[src/rtl/turbo_iter_ctrl.sv]
// Turbo decoder iteration scheduler: latches one packed frame, drives the shared SISO through
// NUM_ITER full iterations (natural half, then interleaved half), keeps the extrinsic memory
// between halves and presents hard decisions once the last half has been collected.
module turbo_iter_ctrl #(
  parameter int unsigned FRAME_LEN  = 4,
  parameter int unsigned SYM_W      = 7,
  parameter int unsigned EXT_W      = 10,
  parameter int unsigned NUM_ITER   = 16,
  parameter int unsigned INTLV_STEP = 3
) (
  input  logic                             clk_i,
  input  logic                             rst_n_i,
  input  logic                             frm_valid_i,
  output logic                             frm_ready_o,
  input  logic [FRAME_LEN*3*SYM_W-1:0]     frm_data_i,
  output logic                             siso_read_en_o,
  output logic [SYM_W-1:0]                 siso_sys_o,
  output logic [SYM_W-1:0]                 siso_enc_o,
  output logic [EXT_W-1:0]                 siso_ext_o,
  input  logic [EXT_W-1:0]                 siso_data_i,
  input  logic                             siso_done_i,
  output logic                             dec_valid_o,
  output logic [FRAME_LEN-1:0]             dec_data_o,
  input  logic                             dec_ready_i,
  output logic                             busy_o,
  output logic [$clog2(NUM_ITER+1)-1:0]    iter_o
);

  localparam int unsigned IDX_W  = (FRAME_LEN > 1) ? $clog2(FRAME_LEN) : 1;
  localparam int unsigned CNT_W  = $clog2(FRAME_LEN + 1);
  localparam int unsigned ITER_W = $clog2(NUM_ITER + 1);
  localparam int unsigned SLOT_W = 3 * SYM_W;

  typedef enum logic [1:0] {StIdle, StFeed, StWait, StOut} state_e;

  state_e                         state_q, state_d;
  logic [FRAME_LEN*3*SYM_W-1:0]   frame_q;
  logic [EXT_W-1:0]               ext_q [FRAME_LEN];
  logic                           half_q, half_d;
  logic [ITER_W-1:0]              iter_q, iter_d;
  logic [IDX_W-1:0]               feed_idx_q, feed_idx_d;
  logic [CNT_W-1:0]               done_cnt_q, done_cnt_d;

  logic                           load_frame;
  logic                           ext_clr;
  logic                           ext_we;
  logic [IDX_W-1:0]               ext_waddr;
  logic [IDX_W-1:0]               done_idx;
  logic [IDX_W-1:0]               rd_idx;
  logic [EXT_W:0]                 sys_x, ext_x, dec_sum;

  // Interleaver address pi(i) = (i * INTLV_STEP) mod FRAME_LEN.
  function automatic logic [IDX_W-1:0] pi_f(input logic [IDX_W-1:0] idx);
    int unsigned p;
    p = (32'(idx) * INTLV_STEP) % FRAME_LEN;
    return IDX_W'(p);
  endfunction

  assign done_idx = done_cnt_q[IDX_W-1:0];
  assign rd_idx   = half_q ? pi_f(feed_idx_q) : feed_idx_q;

  // State and counter registers.
  always_ff @(posedge clk_i or negedge rst_n_i) begin
    if (!rst_n_i) begin
      state_q    <= StIdle;
      half_q     <= 1'b0;
      iter_q     <= '0;
      feed_idx_q <= '0;
      done_cnt_q <= '0;
    end else begin
      state_q    <= state_d;
      half_q     <= half_d;
      iter_q     <= iter_d;
      feed_idx_q <= feed_idx_d;
      done_cnt_q <= done_cnt_d;
    end
  end

  // Frame capture register.
  always_ff @(posedge clk_i or negedge rst_n_i) begin
    if (!rst_n_i) begin
      frame_q <= '0;
    end else if (load_frame) begin
      frame_q <= frm_data_i;
    end
  end

  // Extrinsic memory: cleared per frame, written by in-window SISO results.
  always_ff @(posedge clk_i or negedge rst_n_i) begin
    if (!rst_n_i) begin
      for (int k = 0; k < FRAME_LEN; k++) ext_q[k] <= '0;
    end else if (ext_clr) begin
      for (int k = 0; k < FRAME_LEN; k++) ext_q[k] <= '0;
    end else if (ext_we) begin
      ext_q[ext_waddr] <= siso_data_i;
    end
  end

  // Next-state, counters and extrinsic write control.
  always_comb begin
    state_d    = state_q;
    half_d     = half_q;
    iter_d     = iter_q;
    feed_idx_d = feed_idx_q;
    done_cnt_d = done_cnt_q;
    load_frame = 1'b0;
    ext_clr    = 1'b0;
    ext_we     = 1'b0;
    ext_waddr  = half_q ? pi_f(done_idx) : done_idx;

    // Results may arrive while the half is still being fed; excess pulses are dropped.
    if ((state_q == StFeed || state_q == StWait) && siso_done_i &&
        (done_cnt_q < CNT_W'(FRAME_LEN))) begin
      ext_we     = 1'b1;
      done_cnt_d = done_cnt_q + CNT_W'(1);
    end

    unique case (state_q)
      StIdle: begin
        if (frm_valid_i) begin
          load_frame = 1'b1;
          ext_clr    = 1'b1;
          half_d     = 1'b0;
          iter_d     = '0;
          feed_idx_d = '0;
          done_cnt_d = '0;
          state_d    = StFeed;
        end
      end
      StFeed: begin
        if (feed_idx_q == IDX_W'(FRAME_LEN - 1)) begin
          feed_idx_d = '0;
          state_d    = StWait;
        end else begin
          feed_idx_d = feed_idx_q + IDX_W'(1);
        end
      end
      StWait: begin
        if (done_cnt_q == CNT_W'(FRAME_LEN)) begin
          done_cnt_d = '0;
          feed_idx_d = '0;
          if (!half_q) begin
            half_d  = 1'b1;
            state_d = StFeed;
          end else if (iter_q < ITER_W'(NUM_ITER - 1)) begin
            iter_d  = iter_q + ITER_W'(1);
            half_d  = 1'b0;
            state_d = StFeed;
          end else begin
            state_d = StOut;
          end
        end
      end
      StOut: begin
        if (dec_ready_i) state_d = StIdle;
      end
      default: state_d = StIdle;
    endcase
  end

  // SISO feed datapath; data forced to zero outside FEED.
  always_comb begin
    siso_read_en_o = (state_q == StFeed);
    siso_sys_o     = '0;
    siso_enc_o     = '0;
    siso_ext_o     = '0;
    if (state_q == StFeed) begin
      siso_sys_o = frame_q[32'(rd_idx) * SLOT_W +: SYM_W];
      siso_enc_o = half_q ? frame_q[32'(feed_idx_q) * SLOT_W + 2 * SYM_W +: SYM_W]
                          : frame_q[32'(feed_idx_q) * SLOT_W + SYM_W +: SYM_W];
      siso_ext_o = ext_q[rd_idx];
    end
  end

  // Hard decisions: sign of (sys + ext) at EXT_W+1 bits, so no overflow is possible.
  always_comb begin
    sys_x      = '0;
    ext_x      = '0;
    dec_sum    = '0;
    dec_data_o = '0;
    for (int k = 0; k < FRAME_LEN; k++) begin
      sys_x = {{(EXT_W + 1 - SYM_W){frame_q[k * SLOT_W + SYM_W - 1]}},
               frame_q[k * SLOT_W +: SYM_W]};
      ext_x = {ext_q[k][EXT_W-1], ext_q[k]};
      dec_sum = sys_x + ext_x;
      dec_data_o[k] = (state_q == StOut) & dec_sum[EXT_W];
    end
  end

  assign frm_ready_o = (state_q == StIdle);
  assign busy_o      = (state_q != StIdle);
  assign dec_valid_o = (state_q == StOut);
  assign iter_o      = iter_q;

endmodule

[config.mk]
export PLATFORM = sky130hd
export DESIGN_NAME = turbo_iter_ctrl
export DESIGN_NICKNAME = d
export VERILOG_FILES = /design/src/rtl/turbo_iter_ctrl.sv
export SDC_FILE = /design/constraint.sdc
export NUM_CORES = 1
export LEC_CHECK = 0
export CAP_MARGIN = 20
export CELL_PAD_IN_SITES_DETAIL_PLACEMENT = 2
export CELL_PAD_IN_SITES_GLOBAL_PLACEMENT = 2
export CORE_MARGIN = 2
export CORE_UTILIZATION = 33
export CTS_CLUSTER_SIZE = 8
export DETAILED_ROUTE_END_ITERATION = 16
export PLACE_DENSITY = 0.85
export SYNTH_ARGS = -nofsm -noshare
export SYNTH_HDL_FRONTEND = slang
export SYNTH_SLANG_ARGS = --single-unit
export TNS_END_PERCENT = 1
[constraint.sdc]
create_clock -name clk_i -period 2 [get_ports clk_i]
set_clock_uncertainty 0.1 [all_clocks]
set_input_delay 0.2 -clock clk_i [delete_from_list [all_inputs] [get_ports clk_i]]
set_output_delay 0.2 -clock clk_i [all_outputs]
set_load 0.02 [all_outputs]
After elaboration in Yosys (flattened, before gate mapping) --
Index checks and enable logic that the tools add are counted.
Word-level totals: input bits 99, output and inout port bits 37, logic and storage cells 103, flip-flop bits (word level) 137
Cells by class: $lt $le $gt $ge 5, bitwise gates (word level) 6, reductions and logical operators 13, equality and inequality tests 11, $mul 4, add/sub/neg operators 9, shift operators 3, mux-type cells 42
Operators by type and width (count):
- $shiftx A84 B9 Y7 | 2
- $shiftx A84 B8 Y7 | 1
- $mux W40 | 2
- $add A7 B10 Y11 | 4
- $bwmux W40 | 1
- $mux W10 | 4
- $mux W2 | 11
- $mux W7 | 3
- $bmux W10 S2 | 1
- $demux W10 S2 | 1
- $mux W5 | 4
- $mul A2 B5 Y7 const B | 2
- $pmux W5 S2 | 1
- $mux W3 | 3
- $add A7 B3 Y8 const B | 1
- $add A7 B4 Y8 const B | 1
- $ne A2 B1 Y1 const B | 4
- $pmux W2 S4 | 1
- $mux W1 | 7
- $eq A2 B2 Y1 const B | 3
- $ge A3 B3 Y1 const B | 2
- $not A2 Y3 | 2
- $pmux W2 S3 | 1
- $pmux W3 S2 | 1
- other kinds (20) | 30

Logic depth before layout (Yosys ltp) --
Gate-level depths: netlist of the first run.
depth after elaboration 10, depth in mapped cells 8, gate-level depth less buffers 6

Worst setup path before layout of the first run --
OpenSTA, ideal clock, no wires.
path type register to output, from register frame_q[6], to output dec_data_o[0], cell stages (with the launch flop) 6, data required time 1.700 ns, arrival time 1.762 ns, slack -0.062 ns, buffers on the path 0, cells stage by stage dfrtp_1 ha_1 a21o_1 a211oi_1 mux2i_1 a311oi_1
On the way: cells in the longest elaborated chain, start to end 2
Ends and longest elaborated chain:
- from (decl) | RTL line 37 | logic [FRAME_LEN*3*SYM_W-1:0] frame_q;
- from (signal assigned) | RTL line 84 | frame_q <= frm_data_i;
- $add A7 B10 Y11 | RTL line 185 | dec_sum = sys_x + ext_x;
- $and A1 B1 Y1 | RTL line 186 | dec_data_o[k] = (state_q == StOut) & dec_sum[EXT_W];
- to (decl) | RTL line 23 | output logic [FRAME_LEN-1:0] dec_data_o,
Every way passes these cells.

Worst setup path in the final report of the first run --
from register feed_idx_q[0], to output siso_ext_o[3]
On the way: cells in the longest elaborated chain, start to end 7
Ends and longest elaborated chain:
- from (decl) | RTL line 41 | logic [IDX_W-1:0] feed_idx_q, feed_idx_d;
- from (signal assigned) | RTL line 74 | feed_idx_q <= feed_idx_d;
- $mul A2 B1 Y2 | RTL line 55 | p = (32'(idx) * INTLV_STEP) % FRAME_LEN;
- $mux W2 (*) | RTL line 60 | assign rd_idx = half_q ? pi_f(feed_idx_q) : feed_idx_q;
- $not A2 Y3 (not written as such) (*) | RTL line 171 | siso_ext_o = ext_q[rd_idx];
- $bmux W10 S2 (*) | RTL line 171
- $mux W10 (not written as such) (*) (2 in a row) | RTL line 171
- $mux W10 (*) | RTL line 167 | if (state_q == StFeed) begin
- to (decl) | RTL line 19 | output logic [EXT_W-1:0] siso_ext_o,
Every way passes the cells marked *; elsewhere a longest branch is shown, timed or not. The select of a mux whose other input is x is not followed.

==> results.cfg, run 1 <==
[floorplanning]
coreArea_sq_mm = 0.0220
die_w_um = 154
die_y_um = 154
placementRows = 54
dieArea_sq_mm = 0.0237
ios = 136
start_util_pct = 33.8

[worst_hold_path]
hp-class = in -> reg

[critical_path]
crit_type = reg -> out
cp-start-kind = register
worst_ep_required_time_ns = 1.70
end_kind = output pin
critPathArrivalTime_ns = 2.30
critPathMaxFanout = 9

[synth]
syn_inst = 756
yosys.cell_count.top_type = nand2_1
synth_top_cell_area_share_pct = 46.2
syn-num-nets = 902
ys_seq_area_share_pct = 46.2
synth-seq-cells = 137
synth_enable_flop_cells = 0
ys_warn_count = 0
synth_area_leaders = dfrtp_1, nand2_1, ha_1
async_flop_share_pct = 100
synth_common_cells = nand2_1, dfrtp_1, ha_1
synth_area_leader_cell = dfrtp_1
avgSynthCellArea_sq_um = 9.81
ys.flop_type = dfrtp_1
synth.distinct_cells = 48
syn_area_sq_mm = 0.00742

[clock_tree]
clk_pin_slew_worst_paths_ns = 0.07
clock_latency_ns = 0.44
cts_tree = yes
cts-root-buf = clkbuf_16
cts_sinks = 137
numCtsBuffers = 17
h-tree-depth = 4
cts_buffer_depth = 2

[placed_design]
place_area_sq_mm = 0.00985
hpwl_mm = 21.0
dp_cells = 1237
gp_congestion = 0.793
numPortBuffers = 135

[sta]
drv_slew = 0
setup_ws_ns = -0.596
period_minus_slack_ns = 2.60
timing.setup.tns_ns = -13.87
hold_viol = 0
timing.fmax_mhz = 385
setup-violations-final = 34
slew_headroom_pct = 64.3
grt_setup_unrepaired = true
fin_crit_sh_pct = 130
worst-slew-pin-transition_ns = 0.535

[grt]
track_usage_pct = 29.2
antenna_found_initial = 0
overflow = 0
grt_pass1_vias = 8149
grt_max_degree = 53
grt_pass1_wl_mm = 50.8

[power]
peakVddDrop_mv = 0.745
total_power_w = 0.0187
p_leak_nw = 5.18
power.density_mw_per_mm2 = 1740

[layout]
drive_above_1_share_pct = 27.5
fillers = 2258
syn_to_final_growth_pct = 44.7
register_area_sq_mm = 0.00344
multi_input_area_sq_mm = 0.00404
stdcell_count = 1275
design_area_sq_mm = 0.0107
diodes = 0
nets = 1129

[route]
detail-route-antenna-nets = 0
drc = 0
route.vias.total = 6900
dr.first_iter.drc_count = 374
finalWirelength_mm = 33.7
vias_per_cell = 5.41
wl_per_cell_um = 26.4
drtPass1Iterations = 5

[outcome]
status = finished with violations
violations = setup timing

[flow_run]
maxCapViolCount = 0
==> layout by cell type (no fill, tap or decap), drive strengths merged, types with 4 or more instances in the layout <==
cell,instances
clkbuf,19
nand2,319
a21boi,8
a21o,7
clkdlybuf4s50,103
buf,140
inv,11
mux4,31
nor2b,6
and2,21
dfrtp,137
o21ai,4
mux2i,24
a21oi,30
a31oi,7
ha,47
clkinvlp,4
and4,4
nor2,31
==> path summary, 6_finish.rpt <==
| check | from | endpoint | slack (ns) | cells after the start |
|---|---|---|---|---|
| worst min register to register | frame_q[11] | frame_q[11] | 0.38 | 2 |
| worst max-delay path | feed_idx_q[0] | siso_ext_o[3] | -0.60 | 7 |
| min in group asynchronous | rst_n_i | frame_q[25] | 0.22 | 2 |
| worst min-delay path | frm_data_i[73] | frame_q[73] | 0.19 | 3 |
| max in group asynchronous | rst_n_i | ext_q[38] | 0.85 | 3 |
| worst max register to register | state_q[1] | ext_q[9] | -0.04 | 7 |
==> layout make-up <==
class                      count  area share (%)
multi-input combinational    573            37.6
clock inverter                12            1.33
timing repair buffer         246            21.2
sequential                   137            32.0
tap                          280            3.26
clock buffer                  19            4.22
inverter                       8           0.280
==> stage by stage <==
stage	hold WS (ns)	setup WS (ns)	utilization, %
after global routing	0.193	-0.643	48.9
after floorplan	-0.196	-0.0542	-
after CTS	0.180	-0.548	48.3
after detailed placement	0.0946	-0.757	44.9
final	0.189	-0.596	48.9
after global placement	0.0825	-0.631	44.9
==> flip-flops by register name (all words and copies together) (netlist names) <==
name,flops
state_q,2
iter_o,5
ext_q,40
frame_q,84
done_cnt_q,3
feed_idx_q,2
half_q,1
==> metal layers <==
layer  track usage, %  vias up  routed length, um
li1                 -     3000                  -
met1             31.9     3531              12600
met2             52.9      258              17600
met3             5.81      111               1560
met4             16.4        0               1870
met5                0        -                  0
==> repair_timing <==
item,4_1_cts,5_1_grt
endpoints found under the setup margin,56,77
buffers inserted,5,0
pin swaps,22,4
hold buffers,1,0
gates cloned,1,0
hold endpoints to repair,48,0
resized for setup,174,36
==> kinds of logic after synthesis <==
logic type | after synthesis | share of synthesized area (%)
AO/OA/AOI/OAI | 69 | 6.24
XOR/XNOR | 1 | 0.118
adder cells (fa/ha/maj) | 47 | 7.93
buffers and inverters | 46 | 3.27
flip-flops | 137 | 46.2
multiplexers | 57 | 13.9
AND/OR/NAND/NOR | 399 | 22.3
==> worst max-delay path, cell delays in order (launching register included) <==
cell and delay (ns):
dfrtp_2 0.44, ha_4 0.24, mux2i_4 0.20, buf_6 0.14, buf_12 0.13, mux4_2 0.35
and2_1 0.18, buf_2 0.15
==> report_power, final <==
part	switching, W	total [W]	internal [W]
clock	0.00141	0.00332	0.00191
sequential	0.00124	0.00528	0.00404
combinational	0.00536	0.0101	0.00474
total	0.00801	0.0187	0.0107
No activity file was read; power rests on OpenSTA's default activity.
==> run 2, diff against run 1 <==
--- a/config.mk
+++ b/config.mk
@@ -6,13 +6,13 @@
 export NUM_CORES = 1
 export LEC_CHECK = 0
 export CAP_MARGIN = 20
-export CELL_PAD_IN_SITES_DETAIL_PLACEMENT = 2
-export CELL_PAD_IN_SITES_GLOBAL_PLACEMENT = 2
+export CELL_PAD_IN_SITES_DETAIL_PLACEMENT = 1
+export CELL_PAD_IN_SITES_GLOBAL_PLACEMENT = 1
 export CORE_MARGIN = 2
-export CORE_UTILIZATION = 33
+export CORE_UTILIZATION = 41
 export CTS_CLUSTER_SIZE = 8
 export DETAILED_ROUTE_END_ITERATION = 16
-export PLACE_DENSITY = 0.85
+export PLACE_DENSITY = 0.86
 export SYNTH_ARGS = -nofsm -noshare
 export SYNTH_HDL_FRONTEND = slang
 export SYNTH_SLANG_ARGS = --single-unit
==> results.cfg, run 2 (synthesis results as in run 1) <==
[sta]
hold_viol = 0
period_minus_slack_ns = 2.55
worst-slew-pin-transition_ns = 0.478
drv_slew = 0
slew_headroom_pct = 68.1
setup_ws_ns = -0.549
timing.fmax_mhz = 392
timing.setup.tns_ns = -13.26
setup-violations-final = 49
grt_setup_unrepaired = true
fin_crit_sh_pct = 127

[route]
vias_per_cell = 5.55
detail-route-antenna-nets = 0
drc = 0
dr.first_iter.drc_count = 437
route.vias.total = 6821
drtPass1Iterations = 5
wl_per_cell_um = 22.4
finalWirelength_mm = 27.5

[layout]
drive_above_1_share_pct = 25.9
regMostFlops = frame_q
final_common_cell = nand2_1
largest_reg_flops = 84
diodes = 0
layout_common_cells = nand2_1, dfrtp_1, clkdlybuf4s50_1
fillers = 1942
syn_to_final_growth_pct = 44.4
nets = 1134
postLayoutCoreUtil_pct = 60.1

[critical_path]
critPathArrivalTime_ns = 2.25
regToRegStartpoint = state_q[1]
r2r_cells = 8
cp-start-kind = register
crit_type = reg -> out
worst_ep_required_time_ns = 1.70
regToRegSetupSlack_ns = -0.11
worstReg2RegEnd = ext_q[9]
crit_end = siso_ext_o[2]
critPathMaxFanout = 4
end_kind = output pin
worstSetupStartpoint = feed_idx_q[0]

[grt]
track_usage_pct = 28.7
grt_pass1_vias = 7700
grt_pass1_wl_mm = 42.2
antenna_found_initial = 0
grt_max_degree = 74
overflow = 0

[placed_design]
hpwl_mm = 17.8
gp_congestion = 0.813
post-place-ws_ns = -0.667
numPortBuffers = 135

[outcome]
violations = setup timing
status = finished with violations

[worst_hold_path]
hp-class = in -> async

[power]
p_int_w = 0.0108
power.density_mw_per_mm2 = 1690
peakVddDrop_mv = 0.949
p_sw_share_pct = 40.4
p_leak_nw = 5.29
seq_power_share_pct = 28.1
total_power_w = 0.0181
combinationalPowerShare_pct = 53.9
switchingPower_w = 0.00730
clockPowerShare_pct = 18.0

[floorplanning]
ios = 136
die_w_um = 139
placementRows = 49
start_util_pct = 41.6
die_y_um = 139
dieArea_sq_mm = 0.0192
coreArea_sq_mm = 0.0178

[clock_tree]
cts_tree = yes
cts_sinks = 137
clk_pin_slew_worst_paths_ns = 0.06
numCtsBuffers = 17
cts_buffer_depth = 2
cts-root-buf = clkbuf_16
clock_latency_ns = 0.42
h-tree-depth = 4

[flow_run]
maxCapViolCount = 0
[run 2: through the flow]
step / hold WS (ns) / cell area [sq um] / cells
floorplan: -0.196 / 7420 / 756
global placement: 0.0648 / 9810 / 1189
detailed placement: 0.0645 / 9810 / 1189
CTS: 0.187 / 10600 / 1229
global route: 0.204 / 10700 / 1230
finish: 0.186 / 10700 / 1230
[run 2: area by class of cell]
type                            count  area (sq um)  share of cell area (%)
Clock buffer                       20           457                    4.26
Clock inverter                     12           139                    1.30
Inverter                            8          30.0                   0.280
Multi-Input combinational cell    573          3970                    37.1
Sequential cell                   137          3430                    32.1
Tap cell                          229           287                    2.67
Timing Repair Buffer              251          2400                    22.4
[run 2: timing repair]
action                                  CTS  global route
resized for setup                       161            37
hold buffers                              1             0
endpoints found under the setup margin   48            66
cloned                                    2             0
setup buffers                             5             2
pin swaps                                15             5
hold endpoints to repair                 83             0
[run 2: power groups by stage]
stage	registers [W]	clock network, W	logic [W]
after floorplan	0.00471	0	0.00470
after global placement	0.00489	0	0.00796
after detailed placement	0.00502	0	0.00845
after CTS	0.00504	0.00327	0.00927
after global routing	0.00522	0.00341	0.0105
final	0.00509	0.00325	0.00975
[run 2: how the worst min path moves through the flow]
stage / start / end / slack [ns] / cells past startpoint
global placement: rst_n_i / frame_q[21] / 0.06 / 1
floorplan: rst_n_i / done_cnt_q[0] / -0.20 / 0
finish: rst_n_i / frame_q[65] / 0.19 / 2
global route: rst_n_i / frame_q[65] / 0.20 / 2
detailed placement: rst_n_i / frame_q[21] / 0.06 / 1
CTS: rst_n_i / ext_q[2] / 0.19 / 2
[run 2: critical path, cell delays in order, from the launching register on]
cell	delay, ns
dfrtp_1	0.41
ha_4	0.27
mux2i_4	0.17
buf_12	0.15
buf_12	0.10
buf_16	0.11
mux4_2	0.30
and2_1	0.17
buf_2	0.15
[run 2: routing by layer]
metal	vias to the layer above	part of all wire, %	track usage [%]
li1	3011	-	-
met1	3430	38	32.6
met2	273	51	49.6
met3	107	5.2	6.17
met4	0	5.9	17.7
met5	-	0	0
==> run 3, diff against run 2 <==
--- a/config.mk
+++ b/config.mk
@@ -13,6 +13,8 @@
 export CTS_CLUSTER_SIZE = 8
 export DETAILED_ROUTE_END_ITERATION = 16
 export PLACE_DENSITY = 0.86
+export RECOVER_POWER = 100
+export SKIP_LAST_GASP = 1
 export SYNTH_ARGS = -nofsm -noshare
 export SYNTH_HDL_FRONTEND = slang
 export SYNTH_SLANG_ARGS = --single-unit
==> results.cfg, run 3 (synthesis results as in run 1) <==
[sta]
setup_ws_ns = -0.582
slew_headroom_pct = 22.7
worst-slew-pin-transition_ns = 1.16
finalHoldWorstSlack_ns = 0.200
hold_viol = 0
period_minus_slack_ns = 2.58
setup-violations-final = 58
drv_slew = 0
grt_setup_unrepaired = true
timing.fmax_mhz = 387
fin_crit_sh_pct = 129

[critical_path]
critPathArrivalTime_ns = 2.28
r2r_cells = 8
crit_type = reg -> out
critPathMaxFanout = 5
worstReg2RegEnd = ext_q[1]
regToRegStartpoint = state_q[1]
cp-start-kind = register
end_kind = output pin
crit_end = dec_data_o[2]
regToRegSetupSlack_ns = -0.13
worst_ep_required_time_ns = 1.70
worstSetupStartpoint = frame_q[48]

[floorplanning]
dieArea_sq_mm = 0.0192
ios = 136
start_util_pct = 41.6
coreArea_sq_mm = 0.0178
placementRows = 49
die_y_um = 139
die_w_um = 139

[layout]
postLayoutCoreUtil_pct = 59.0
nets = 1134
layout_common_cells = nand2_1, dfrtp_1, clkdlybuf4s50_1
drive_above_1_share_pct = 22.2
diodes = 0
final_common_cell = nand2_1
fillers = 1965
largest_reg_flops = 84
regMostFlops = frame_q
syn_to_final_growth_pct = 41.9

[placed_design]
gp_congestion = 0.813
numPortBuffers = 135
hpwl_mm = 17.8
post-place-ws_ns = -0.667

[power]
peakVddDrop_mv = 1.04
p_leak_nw = 5.24
power.density_mw_per_mm2 = 1680

[clock_tree]
cts_buffer_depth = 2
clock_latency_ns = 0.42
cts_sinks = 137
cts-root-buf = clkbuf_16
h-tree-depth = 4
cts_tree = yes
numCtsBuffers = 17
clk_pin_slew_worst_paths_ns = 0.06

[route]
route.vias.total = 6796
dr.first_iter.drc_count = 421
detail-route-antenna-nets = 0
drc = 0
finalWirelength_mm = 27.0
drtPass1Iterations = 5
wl_per_cell_um = 21.9
vias_per_cell = 5.53

[grt]
grt_max_degree = 74
track_usage_pct = 28.7
overflow = 0
grt_pass1_vias = 7646
grt_pass1_wl_mm = 42.3
antenna_found_initial = 0

[worst_hold_path]
hp-class = in -> reg

[outcome]
status = finished with violations
violations = setup timing

[flow_run]
maxCapViolCount = 0
==> run 3: worst min path at each step <==
| stage | end | slack, ns | depth (start not counted) | start |
|---|---|---|---|---|
| 6_report | frame_q[9] | 0.20 | 3 | frm_data_i[9] |
| 3_3_place_gp | frame_q[21] | 0.06 | 1 | rst_n_i |
| 2_1_floorplan | done_cnt_q[0] | -0.20 | 0 | rst_n_i |
| 3_5_place_dp | frame_q[21] | 0.06 | 1 | rst_n_i |
| 5_1_grt | frame_q[83] | 0.21 | 3 | frm_data_i[83] |
| 4_1_cts | ext_q[2] | 0.19 | 2 | rst_n_i |
==> run 3: metal layers <==
| metal | up-vias | routed length [um] | GRT usage, % |
|---|---|---|---|
| met1 | 3392 | 10200 | 32.7 |
| li1 | 3009 | - | - |
| met2 | 287 | 13500 | 50.0 |
| met3 | 108 | 1590 | 6.13 |
| met5 | - | 0 | 0 |
| met4 | 0 | 1630 | 16.9 |
==> run 3: final cells by class <==
class / instances / area (sq um) / share of cell area [%]
multi-input combinational: 573 / 3880 / 36.9
tap: 229 / 287 / 2.72
timing repair buffer: 251 / 2300 / 21.9
inverter: 8 / 30.0 / 0.285
clock inverter: 12 / 139 / 1.32
clock buffer: 20 / 457 / 4.34
sequential: 137 / 3430 / 32.6
==> run 3: critical path, stage by stage (launching register included) <==
cell	delay, ns
dfrtp_2	0.50
ha_4	0.31
nand4_1	0.18
nor4_4	0.33
nor4bb_4	0.10
o221a_2	0.30
buf_6	0.13
==> run 3: through the flow <==
stage	instance area [sq um]	cells	setup TNS (ns)	total power, W
2_1_floorplan	7420	756	-0.0679	0.00941
3_3_place_gp	9810	1189	-10.98	0.0129
3_5_place_dp	9810	1189	-12.53	0.0135
4_1_cts	10500	1229	-15.64	0.0174
5_1_grt	10500	1230	-24.25	0.0186
6_report	10500	1230	-16.32	0.0176
==> run 3: repair_timing <==
action / CTS / global route
pin swaps: 5 / 6
setup endpoints to repair: 48 / 77
hold buffers: 1 / 0
endpoints found under the hold margin: 83 / 0
buffers inserted: 5 / 2
resized for setup: 122 / 12
cloned: 2 / 0
==> run 3: report_power, final <==
group / switching [W] / total (W) / internal [W] / leakage [nW]
Sequential: 0.00106 / 0.00509 / 0.00403 / 1.76
Combinational: 0.00476 / 0.00931 / 0.00456 / 3.21
Clock: 0.00132 / 0.00324 / 0.00192 / 0.280
Total: 0.00714 / 0.0176 / 0.0105 / 5.24
